`src/rtl/mem_stage_access_ctrl.sv`:
```
// MEM-stage initiator for the data memory: byte-addressed loads/stores become
// word-indexed accesses, sub-word stores use read-modify-write, pipeline held via stall.
module mem_stage_access_ctrl #(
   parameter int MEM_WORDS = 32
) (
   input  logic        clk,
   input  logic        reset,
   input  logic        MemRead,
   input  logic        MemWrite,
   input  logic [1:0]  mem_size,
   input  logic        mem_unsigned,
   input  logic [31:0] byte_addr,
   input  logic [31:0] store_data,
   output logic        memWrite,
   output logic        memRead,
   output logic [31:0] address,
   output logic [31:0] writedata,
   input  logic [31:0] readdata,
   output logic [31:0] load_data,
   output logic        stall,
   output logic        done,
   output logic        misaligned,
   output logic        bad_addr
);

   typedef enum logic [1:0] {IDLE, RD, WR, DONE} state_t;

   state_t      state_q;
   logic [31:0] addr_q;
   logic [1:0]  size_q;
   logic        uns_q;
   logic        store_q;
   logic [31:0] sdata_q;
   logic [31:0] word_q;
   logic [31:0] address_q;
   logic [31:0] load_data_q;

   logic req;
   logic mis;
   logic oob;
   logic accept;

   // Little-endian lane extraction with sign/zero extension.
   function automatic logic [31:0] extract_load(input logic [31:0] word,
                                                input logic [1:0]  lane,
                                                input logic [1:0]  size,
                                                input logic        uns);
      logic signed [7:0]  b_s;
      logic signed [15:0] h_s;
      logic [31:0]        r;
      b_s = word[{lane, 3'b000} +: 8];
      h_s = word[{lane[1], 4'b0000} +: 16];
      case (size)
         2'b00:   r = uns ? {24'h000000, b_s} : 32'(b_s);
         2'b01:   r = uns ? {16'h0000, h_s} : 32'(h_s);
         default: r = word;
      endcase
      return r;
   endfunction

   // Replace the addressed byte/half lane of the fetched word.
   function automatic logic [31:0] merge_store(input logic [31:0] word,
                                               input logic [31:0] data,
                                               input logic [1:0]  lane,
                                               input logic [1:0]  size);
      logic [31:0] r;
      r = word;
      case (size)
         2'b00:   r[{lane, 3'b000} +: 8] = data[7:0];
         2'b01:   r[{lane[1], 4'b0000} +: 16] = data[15:0];
         default: r = data;
      endcase
      return r;
   endfunction

   always_comb begin
      req    = MemRead | MemWrite;
      mis    = ((mem_size == 2'b01) && byte_addr[0]) ||
               (mem_size[1] && (byte_addr[1:0] != 2'b00));
      oob    = {2'b00, byte_addr[31:2]} >= 32'(MEM_WORDS);
      accept = (state_q == IDLE) && req && !mis && !oob;
   end

   assign memRead    = (state_q == RD);
   assign memWrite   = (state_q == WR);
   assign done       = (state_q == DONE);
   assign stall      = accept || (state_q == RD) || (state_q == WR);
   assign misaligned = (state_q == IDLE) && req && mis;
   assign bad_addr   = (state_q == IDLE) && req && !mis && oob;
   assign address    = address_q;
   assign load_data  = load_data_q;
   // Word stores bypass the buffer; sub-word stores write the merged fetched word.
   assign writedata  = size_q[1] ? sdata_q : merge_store(word_q, sdata_q, addr_q[1:0], size_q);

   always_ff @(posedge clk) begin
      if (reset) begin
         state_q     <= IDLE;
         addr_q      <= '0;
         size_q      <= '0;
         uns_q       <= 1'b0;
         store_q     <= 1'b0;
         sdata_q     <= '0;
         word_q      <= '0;
         address_q   <= '0;
         load_data_q <= '0;
      end else begin
         case (state_q)
            IDLE: begin
               if (accept) begin
                  addr_q    <= byte_addr;
                  size_q    <= mem_size;
                  uns_q     <= mem_unsigned;
                  store_q   <= MemWrite;
                  sdata_q   <= store_data;
                  address_q <= {2'b00, byte_addr[31:2]};
                  state_q   <= (MemWrite && mem_size[1]) ? WR : RD;
               end
            end
            RD: begin
               word_q <= readdata;
               if (store_q) begin
                  state_q <= WR;
               end else begin
                  load_data_q <= extract_load(readdata, addr_q[1:0], size_q, uns_q);
                  state_q     <= DONE;
               end
            end
            WR:      state_q <= DONE;
            default: state_q <= IDLE;
         endcase
      end
   end

endmodule

```
`config.mk`:
```
export PLATFORM = sky130hd
export DESIGN_NAME = mem_stage_access_ctrl
export DESIGN_NICKNAME = d
export VERILOG_FILES = /design/src/rtl/mem_stage_access_ctrl.sv
export SDC_FILE = /design/constraint.sdc
export NUM_CORES = 1
export LEC_CHECK = 0
export CORE_MARGIN = 1.5
export CORE_UTILIZATION = 30
export DETAILED_ROUTE_END_ITERATION = 6
export GPL_TIMING_DRIVEN = 0
export PLACE_DENSITY = 0.6
export SYNTH_ARGS = -nofsm -noshare
export SYNTH_HDL_FRONTEND = slang
export SYNTH_SLANG_ARGS = --single-unit
```
`constraint.sdc`:
```
create_clock -name clk -period 2 [get_ports clk]
set_input_delay 0.4 -clock clk [delete_from_list [all_inputs] [get_ports clk]]
set_output_delay 0.4 -clock clk [all_outputs]
set_load 0.02 [all_outputs]
```
# Yosys cells after proc, flatten, opt, wreduce, memory -nomap -nowiden
# Cells that the tools add are included.
dict set report totals {
  inputBits 103
  word_cells 55
  output_inout_bits 102
  regBits 134
}
dict set report op_classes {
  mux 11
  bitwise_logic 2
  eq_ne 6
  shifts 6
  magnitude_cmp 1
  addsub 2
  n_reduce_logical 18
}
# operator n
set ops {}
lappend ops {{32-bit one-hot mux with 2 select lines} 2}
lappend ops {{32-bit 2-to-1 mux} 3}
lappend ops {{32-bit bitwise mux} 2}
lappend ops {{16-bit by 7-bit variable shift with 32-bit output, first input constant} 1}
lappend ops {{8-bit by 7-bit variable shift with 32-bit output, first input constant} 1}
lappend ops {{16-bit by 7-bit indexed part select with 32-bit output} 1}
lappend ops {{32-bit by 6-bit indexed part select with 16-bit output} 1}
lappend ops {{32-bit by 6-bit indexed part select with 8-bit output} 1}
lappend ops {{8-bit by 7-bit indexed part select with 32-bit output} 1}
lappend ops {{30-bit by 6-bit greater-or-equal comparator with 1-bit output, second input constant} 1}
lappend ops {{5-bit negation with 7-bit output} 2}
lappend ops {{1-bit logical AND} 8}
lappend ops {{2-bit by 1-bit equality test with 1-bit output, second input constant} 3}
lappend ops {{2-bit one-hot mux with 3 select lines} 1}
lappend ops {{2-bit equality test, second input constant} 2}
lappend ops {{2-bit zero test} 2}
lappend ops {{2-bit 2-to-1 mux} 2}
lappend ops {{2-bit AND reduction} 2}
lappend ops {{1-bit logical OR} 3}
lappend ops {{1-bit zero test} 2}
lappend ops {{2-bit != test, second input constant} 1}
lappend ops {{2-bit nonzero test} 1}
lappend ops {{1-bit 2-to-1 mux} 1}
lappend ops {{1-bit inverter} 1}
lappend ops {{1-bit bitwise OR} 1}

# Longest topological paths before layout
# Gate-level depths: netlist of the first run.
dict set report depth {
  word_depth 8
  depth_mapped 9
  depth_no_buf 6
}

# Worst setup path before layout of the first run
# Ideal clock, no wire load.
dict set report synth_path {
  path_type {register to output}
  from {register addr_q[1]}
  to {output port writedata[16]}
  path_slack_ns -0.524
  stages_incl_launch_ff 8
  required_time_ns 1.600
  path_buffers 1
  t_arrival_ns 2.124
  path_cell_list {dfxtp_1 buf_2 inv_1 ha_1 nand4bb_1 o21ai_1 a22oi_1 o21ai_0}
}
dict set report synth_via {
  elab_chain_cells 5
  word_cells_on_any_way 10
  cone_classes {2 x add/sub; 4 x shift; 4 x mux}
}
# element line_no
set synth_rtl {}
lappend synth_rtl {{start, declared} 29} ;# logic [31:0] addr_q;
lappend synth_rtl {{start signal, assigned} 110} ;# addr_q <= byte_addr;
lappend synth_rtl {{5-bit negation with 7-bit output, on equally long branches} {70, 69}}
lappend synth_rtl {{16-bit by 7-bit indexed part select with 32-bit output, or another cell as far along} 70} ;# 2'b01: r[{lane[1], 4'b0000} +: 16] = data[15:0];
lappend synth_rtl {{32-bit bitwise mux, on equally long branches} {70, 69}}
lappend synth_rtl {{32-bit one-hot mux with 2 select lines *} 68} ;# case (size)
lappend synth_rtl {{32-bit 2-to-1 mux *} 93} ;# assign writedata = size_q[1] ? sdata_q : merge_store(word_q, sdata_q, addr_q[1:0], size_q);
lappend synth_rtl {{end, declared} 17} ;# output logic [31:0] writedata,
# Every way passes the cells marked *; elsewhere a longest branch is shown, timed or not.

# Worst setup path after layout of the first run
dict set report layout_path {
  from {register addr_q[1]}
  to {output port writedata[13]}
}
# Same word-level chain as after synthesis.

==> impl_summary.md, run 1 <==
Status
The run finished, with violations left. The checks that failed: setup timing.

Yosys
After synthesis the netlist holds a flip-flop and latch count of 134. The synthesized cell area is 0.006271 mm^2. The biggest area contributor in the post-synthesis netlist is sky130_fd_sc_hd__dfxtp_1.

Counting every instance in the synthesized netlist gives 694. Sequential elements use 42.78% of the synthesized area. Counting distinct cell types in the post-synthesis netlist gives 50. Yosys attributes the largest share of cell area to sky130_fd_sc_hd__dfxtp_1, sky130_fd_sc_hd__mux2i_1, sky130_fd_sc_hd__o31ai_1, sky130_fd_sc_hd__nand4_1, sky130_fd_sc_hd__nor2_1. For this run, the number of Yosys warnings is 0. Each instance of the synthesized netlist takes up on average 9.036 um^2.

In the synthesized netlist the async set-or-reset flop fraction comes to 0%. The proportion of netlist area held by the largest area contributor is 42.78%. Among all flip-flop cells after synthesis, the most frequent one is sky130_fd_sc_hd__dfxtp_1. In this run, synthesis inferred 0 flip-flops with an integrated enable.

Route
The first detailed-routing pass ran for 5 iterations. Wire segments on met3 add up to 1697 um in the final route. The highest layer touched by signal routing is met4. In the routed design, unresolved DRC markers number 0. After detailed routing, the wire length on met1 is 10630 um. The wire length per cell is 19.63 um.

For this block, the initial DRC count from the detailed router was 409. Summed over all nets, wire length on met2 after detailed routing comes to 11710 um. Once detail routing completed, the nets flagged for antenna violations numbered 0.

Using the TritonRoute via totals, the vias-per-cell ratio works out to 5.265. After detailed routing, the total wire length is 24450 um. Detailed routing inserted a total of 6560 vias.

Layout
Summing all non-filler instances in the final layout gives an area of 0.01041 mm^2. At the end of the flow, the number of nets in the layout was 1074. The share of final-layout standard cells stronger than drive strength 1 is 27.79%. For this run, the share of the core covered by cells in the final layout is 51.11%.

The signed area change from the synthesized netlist to the final layout is 65.98%.

STA
The worst clock skew is 0.006318 ns. The number of failing hold endpoints at the final stage is 0. Timing would allow up to 395.7 MHz. In this run the tightest slew margin relative to its limit is 44.71%. The worst path uses 126.3% of the clock period. Adding up every negative setup slack in the final design gives -15.26 ns. At the pin with the least slew margin, the transition time is 0.8294 ns. Setup violations remaining at the end of the flow were counted as 50. The final number of max-transition violations is 0. The post-route minimum period is 2.527 ns. In the post-route analysis, the smallest setup slack over all paths is -0.5269 ns. Setup repair after global routing could not meet its margin everywhere.

Worst setup path
The worst setup path is captured at an output pin. The origin of the critical flop-to-flop path is addr_q[0]$_SDFFE_PP0P_. The worst stage delay on the critical path is 0.37 ns. The worst-case register-to-register setup slack is -0.08 ns. Walking the worst path, the cells encountered are buf_8 -> inv_6 -> ha_4 -> and4b_1 -> buf_6 -> a22oi_2 -> o21ai_1 -> buf_4. The worst setup path is of the reg -> out kind. The critical path data required time is 1.60 ns. The standard cell with the maximum stage delay on the critical path is sky130_fd_sc_hd__dfxtp_4.

Tracing the worst setup path back leads to its startpoint at addr_q[1]$_SDFFE_PP0P_. The worst setup path is launched from a flip-flop. Of all nets on the critical path, the largest fanout is 8.

The data arrival time of the critical path is 2.13 ns.

Worst hold path
The startpoint identified for the worst hold timing path is mem_size[1]. The worst hold path class is in -> reg.

Floorplanning
The core outline area is 0.02036 mm^2. The overall die width is 147.6 um. The count of pins on the block boundary is 205. The vertical die dimension is 147.6 um.

The die covers 0.02178 mm^2. Once the floorplan was initialized, standard cells occupied 30.79% of the core. After floorplanning, the core was divided into 52 placement rows.

Clock tree
The clock tree from TritonCTS is done. At the later pin of the worst-skew pair, clock insertion delay measures 0.42 ns. Clock-pin slew was measured on the worst setup and hold paths at 0.05 ns.

The H-tree depth is 4. Counting along the longest clock path gives a buffer depth of 2. CTS saw 134 sinks. TritonCTS created 17 clock buffers. The buffer type at the clock tree root is sky130_fd_sc_hd__clkbuf_16. Hold repair after CTS inserted 0 buffers.

Pwr
The worst-case IR drop observed on VDD is 0.5541 mV. In this run the power density over the cells is 977.2 mW/mm^2. The leakage component of the power is 3.760 nW.

Global route
Entering global routing, the biggest net connects 17 pins. The global-route wire length before repair is 36360 um. The number of antenna violations at the first check in global routing came to 0. The via count of the first global-routing pass is 6414.

For this run the aggregate overflow at the end of global routing stands at 0. The total routing resource utilization after global routing is 21.94%.

Place
The HPWL after detailed placement is 17570 um. In this run the cell area measured after placement is 0.008763 mm^2. Prior to clock tree synthesis, the placed netlist has a worst setup slack of -1.246 ns.

The congestion estimate from routability-driven global placement came to 0.8667. The count of input and output buffers is 202.

Run
The count of max-cap constraint violations is 0.
[cell usage in the layout, fill, tap and decap left out, types with 5 or more instances in the layout]
master                            instances
sky130_fd_sc_hd__clkbuf_16               17
sky130_fd_sc_hd__a22oi_1                 13
sky130_fd_sc_hd__a22oi_2                 11
sky130_fd_sc_hd__nand2_1                 45
sky130_fd_sc_hd__a22o_1                   8
sky130_fd_sc_hd__a211oi_1                29
sky130_fd_sc_hd__a2bb2oi_2                7
sky130_fd_sc_hd__a21oi_1                 47
sky130_fd_sc_hd__o31ai_2                 13
sky130_fd_sc_hd__dfxtp_1                129
sky130_fd_sc_hd__buf_12                   5
sky130_fd_sc_hd__dlygate4sd2_1           12
sky130_fd_sc_hd__clkbuf_2                 8
sky130_fd_sc_hd__buf_2                   21
sky130_fd_sc_hd__clkinv_2                 7
sky130_fd_sc_hd__a21oi_4                  5
sky130_fd_sc_hd__a221oi_2                 6
sky130_fd_sc_hd__buf_4                   39
sky130_fd_sc_hd__o21ai_2                 15
sky130_fd_sc_hd__mux2i_1                 40
sky130_fd_sc_hd__clkdlybuf4s50_1        152
sky130_fd_sc_hd__nand4_1                 45
sky130_fd_sc_hd__o31ai_1                 27
sky130_fd_sc_hd__nor2_1                  70
sky130_fd_sc_hd__mux4_2                   8
sky130_fd_sc_hd__nor3b_1                 25
sky130_fd_sc_hd__buf_6                   51
sky130_fd_sc_hd__clkbuf_1                22
[per-stage QoR]
| stage | std cells | hold WS [ns] | power [mW] |
|---|---|---|---|
| after global routing | 1245 | 0.3641 | 10.64 |
| after global placement | 1167 | 0.4535 | 6.610 |
| final | 1246 | 0.3518 | 10.17 |
| after floorplan | 695 | 0.4483 | 5.225 |
| after CTS | 1231 | 0.4591 | 9.992 |
| after detailed placement | 1167 | 0.4615 | 6.631 |
[final timing paths]
path / cells after the start / end
worst max-delay path: 8 / writedata[13]
worst max register to register: 9 / load_data[22]$_SDFFE_PP0P_
worst min-delay path: 3 / size_q[1]$_SDFFE_PP0P_
worst min register to register: 2 / sdata_q[16]$_SDFFE_PP0P_
[where the power goes]
group	total (mW)	internal [mW]	switching, mW
registers	3.27	3.04	0.231
clock network	3.09	1.92	1.18
logic	3.80	1.80	2.01
[synth_stat cells (all sizes together) (4+ instances only)]
| library cell | instances |
|---|---|
| nor4 | 6 |
| a221oi | 7 |
| a211oi | 32 |
| dfxtp | 134 |
| nand2 | 46 |
| nor2 | 71 |
| a22o | 8 |
| ha | 9 |
| inv | 7 |
| clkbuf | 41 |
| nor3 | 4 |
| mux2i | 40 |
| a22oi | 24 |
| a21oi | 54 |
| o31ai | 43 |
| o21ai | 23 |
| nand4 | 46 |
| nor3b | 25 |
| buf | 31 |
| a2bb2oi | 7 |
| mux4 | 8 |
[layer usage]
metal | global-route usage [%] | up-vias
met5 | 0 | -
met3 | 4.475 | 32
met2 | 36.10 | 268
li1 | - | 3145
met1 | 28.50 | 3115
met4 | 7.700 | 0
[what timing repair did]
| action | in CTS | in global routing |
|---|---|---|
| gates cloned | 1 | 0 |
| setup buffers | 33 | 15 |
| pin swaps | 35 | 25 |
| endpoints found under the setup margin | 130 | 119 |
| gates resized for setup | 298 | 108 |
[cell families (layout without fill, tap and decap cells)]
kind of cell	Yosys count	in the layout	share of synthesized area, %
DFF	134	134	42.78
adders and majority gates	9	9	1.796
muxes	48	48	9.258
other	1	3	0.05980
buffers and inverters	79	359	5.547
AOI/OAI and AO/OA	207	207	22.39
and+or+nand+nor	216	216	18.18
[state kept, by name, indices dropped and copies added, names as in the netlist]
register and cells:
size_q 2, store_q 1, state_q 2, address 30
uns_q 1, load_data 32, addr_q 2, word_q 32
sdata_q 32
[critical path, delay by kind of cell, from the launching register on]
kind	cells	cell delay [ns]
simple gates	1	0.24
flops	1	0.37
buf+inv	4	0.50
fa+ha+maj	1	0.29
compound gates	2	0.31
[cell type report]
type | count | area [um^2]
repair buffers | 250 | 2499
well taps | 270 | 337.8
multi-input cells | 482 | 3802
fillers | 1894 | 9956
clock buffers | 22 | 474.2
diodes | 1 | 2.502
plain buffers | 70 | 456.7
clock inverters | 10 | 102.6
flip-flops and latches | 134 | 2696
inverters | 7 | 37.54
Note: power is estimated with default switching activity, not from simulation.
==> run 2, diff against run 1 <==
HOLD_SLACK_MARGIN = 0.05   (was default)
==> results of run 2 <==
Same layout as run 1: the final DEF is identical, and so are final timing and power.
==> run 3, diff against run 2 <==
CORE_ASPECT_RATIO = 0.7   (was default)
==> run 3 against run 2 <==
  * The flow still finishes with violations (setup timing)
  * Count of clock-buffer cells in the layout fell by 4
  * Largest cell class unchanged
  * Maximum frequency fell by 4.0%
  * Sequential share of layout area rose by 0.23 points
  * Die area barely moved
  * Critical path depth rose by 1
  * Critical endpoint is now writedata[19]
  * Critical path type unchanged
  * Clock power rose by 6%
  * Non-clock buffer count fell by 1
  * Utilization fell by 1.0 points
  * Flip-flop and latch count did not move
==> impl_summary.md, run 3 (synthesized netlist as in run 1, its figures left out) <==
Status
The flow ran to the end, but the final reports show violations. The final reports fail on setup timing.

Clock tree
The clock insertion delay at the later pin of the skew report is 0.43 ns (about the same). The buffer type at the clock tree root is sky130_fd_sc_hd__clkbuf_16. The clock sink count is 134 (unchanged). The clock-pin slew of the registers on the worst-case setup and hold paths is 0.07 ns (+0.02 ns). The TritonCTS buffer count is 17 (unchanged). TritonCTS built the clock tree. The worst-case clock buffer depth came to 2 (unchanged). The H-tree depth came to 4 (unchanged).

Route
The iteration count of the initial detailed-routing pass is 5 (unchanged). The total routed wirelength is 24890 um (+1.8%). The wire length per cell was 19.91 um (+1.5%).

The number of remaining DRC errors came to 0 (unchanged). The detailed router's first-iteration violation count is 648 (+58%). The mean number of vias per cell is 5.357 (+1.7%). The number of vias after detailed routing is 6696 (+2.1%). The count of antenna-violating nets left after detailed routing is 0 (unchanged).

Worst setup path
The critical path data required time is 1.60 ns (about the same). The most used cell along the critical path is sky130_fd_sc_hd__buf_6. The standard cell with the maximum stage delay on the critical path is sky130_fd_sc_hd__dfxtp_4. The worst-case register-to-register setup slack is -0.02 ns (+0.06 ns). The startpoint type of the worst setup path is a flip-flop. The top fanout value on the critical path is 4 (-4).

The critical path buffer and inverter count was 4 (unchanged). The cell class contributing the biggest share of worst-path delay is compound AO/OA/AOI/OAI gates. The worst stage delay on the critical path came to 0.37 ns (about the same). Walking the worst path, the cells encountered are buf_8 -> inv_6 -> ha_4 -> nand4bb_4 -> o21ai_4 -> buf_6 -> a22oi_2 -> o21ai_2 -> buf_6. The critical path is of the reg -> out type. The type of destination of the critical path is an output pin. The data arrival time of the critical path is 2.23 ns (+0.10 ns).

Place
The placement-stage worst setup slack was -1.287 ns (-0.04155 ns). The count of input and output buffers is 202 (unchanged). The half-perimeter wire length after placement came to 17950 um (+2.1%).

The routability-driven placement congestion ratio came to 0.8679 (+0.14%).

STA
The post-route minimum period is 2.631 ns (+0.1041 ns). Setup repair after global routing could not meet its margin everywhere. The final number of max-transition violations was 0 (unchanged). The worst clock skew was 0.01167 ns (+0.005349 ns). The number of failing hold endpoints at the final stage is 0 (unchanged).

The maximum achievable frequency was 380.1 MHz (-4.0%). The setup total negative slack is -17.14 ns (-1.886 ns). The slew at the pin closest to its max-slew limit came to 0.7748 ns (-0.05464 ns). The ratio of final minimum period to clock period is 131.6% (+5.2 points). The final number of setup-violating endpoints came to 44 (-12%).

The worst slew slack as a fraction of its limit is 48.35% (+3.6 points). The worst setup margin came to -0.6310 ns (-0.1041 ns).

Global route
The overflow left after global routing came to 0 (unchanged). The largest net degree at the start of global routing is 19 (+2). The number of antenna violations at the first check in global routing is 0 (unchanged).

The total routing resource utilization after global routing was 22.31% (+0.37 points). The global-route wire length before repair is 36480 um (+0.32%). The via count of the first global-routing pass is 6147 (-4.2%).

Layout
The final standard cell utilization of the core was 50.11% (-1.0 points). The filler cell count is 1920 (+1.4%). The area growth from synthesis to layout is 64.53%. The share of final-layout standard cells stronger than drive strength 1 is 26.90% (-0.90 points). In the layout the commonest cells are sky130_fd_sc_hd__clkdlybuf4s50_1, sky130_fd_sc_hd__dfxtp_1, sky130_fd_sc_hd__nor2_1, sky130_fd_sc_hd__a21oi_1, sky130_fd_sc_hd__buf_6. The commonest non-fill, non-tap cell in the layout is sky130_fd_sc_hd__clkdlybuf4s50_1. The net count of the finished layout was 1073 (-0.093%).

The final antenna diode count came to 0 (-1).

Floorplanning
The vertical die dimension is 124.0 um (-16%). The core outline area is 0.02059 mm^2 (+1.1%). The count of pins on the block boundary is 205 (unchanged). The starting density of the core came to 30.46% (-0.34 points).

The overall die width was 175.8 um (+19%). The row count is 44 (-15%). The area of the die was 0.02179 mm^2 (about the same).

Run
The count of max-cap constraint violations is 0 (unchanged).

Worst hold path
The worst hold path class is in -> reg.

Pwr
The leakage component of the power is 3.749 nW (-0.28%). The overall power after layout is 10.21 mW (+0.42%). The worst-case vdd ir drop is 0.6084 mV (+9.8%). The power density relative to cell area is 989.9 mW/mm^2 (+1.3%).
==> run 3: area by class of cell <==
type,instances,area [um^2],share of cell area (%)
multi-input cells,482,3767,36.51
flip-flops and latches,134,2696,26.13
repair buffers,252,2466,23.90
clock buffers,18,429.2,4.160
plain buffers,67,400.4,3.881
well taps,276,345.3,3.347
clock inverters,14,175.2,1.698
inverters,7,37.54,0.3638
==> run 3: per-layer routing <==
metal | GRT usage [%] | part of all wire (%)
met5 | 0 | 0
met1 | 33.05 | 49
met2 | 33.03 | 43
met3 | 5.006 | 7.0
met4 | 4.167 | 0.70
==> run 3: tightest hold or removal path, stage by stage <==
cell and delay (ns):
sky130_fd_sc_hd__dlymetal6s2s_1 0.17, sky130_fd_sc_hd__nand4_1 0.10, sky130_fd_sc_hd__a21oi_1 0.06
==> run 3: final timing paths <==
path                             from                         end  cells after the start
max reg2reg    addr_q[0]$_SDFFE_PP0P_  load_data[24]$_SDFFE_PP0P_                      6
min                      byte_addr[0]      addr_q[0]$_SDFFE_PP0P_                      3
max            addr_q[1]$_SDFFE_PP0P_               writedata[19]                      9
min reg2reg  sdata_q[19]$_SDFFE_PP0P_    sdata_q[19]$_SDFFE_PP0P_                      2
==> run 3: per-stage QoR <==
step / area, um^2 / hold slack [ns] / std cells
6_report: 10320 / 0.3320 / 1250
5_1_grt: 10320 / 0.3726 / 1250
4_1_cts: 10070 / 0.4518 / 1244
3_5_place_dp: 8771 / 0.4638 / 1173
3_3_place_gp: 8771 / 0.4513 / 1173
2_1_floorplan: 6404 / 0.4483 / 695
==> run 3: power breakdown <==
group / switching, mW / leakage, nW / internal, mW / total (mW)
combinational: 2.00 / 2.37 / 1.69 / 3.69
clock: 1.30 / 0.287 / 1.97 / 3.28
sequential: 0.210 / 1.09 / 3.04 / 3.25
==> run 3: timing repair <==
action / in CTS / in global routing
pin swaps: 39 / 30
buffers inserted: 42 / 7
resized for setup: 318 / 68
setup endpoints to repair: 124 / 89
cloned: 1 / 0
hold buffers: 0 / 0
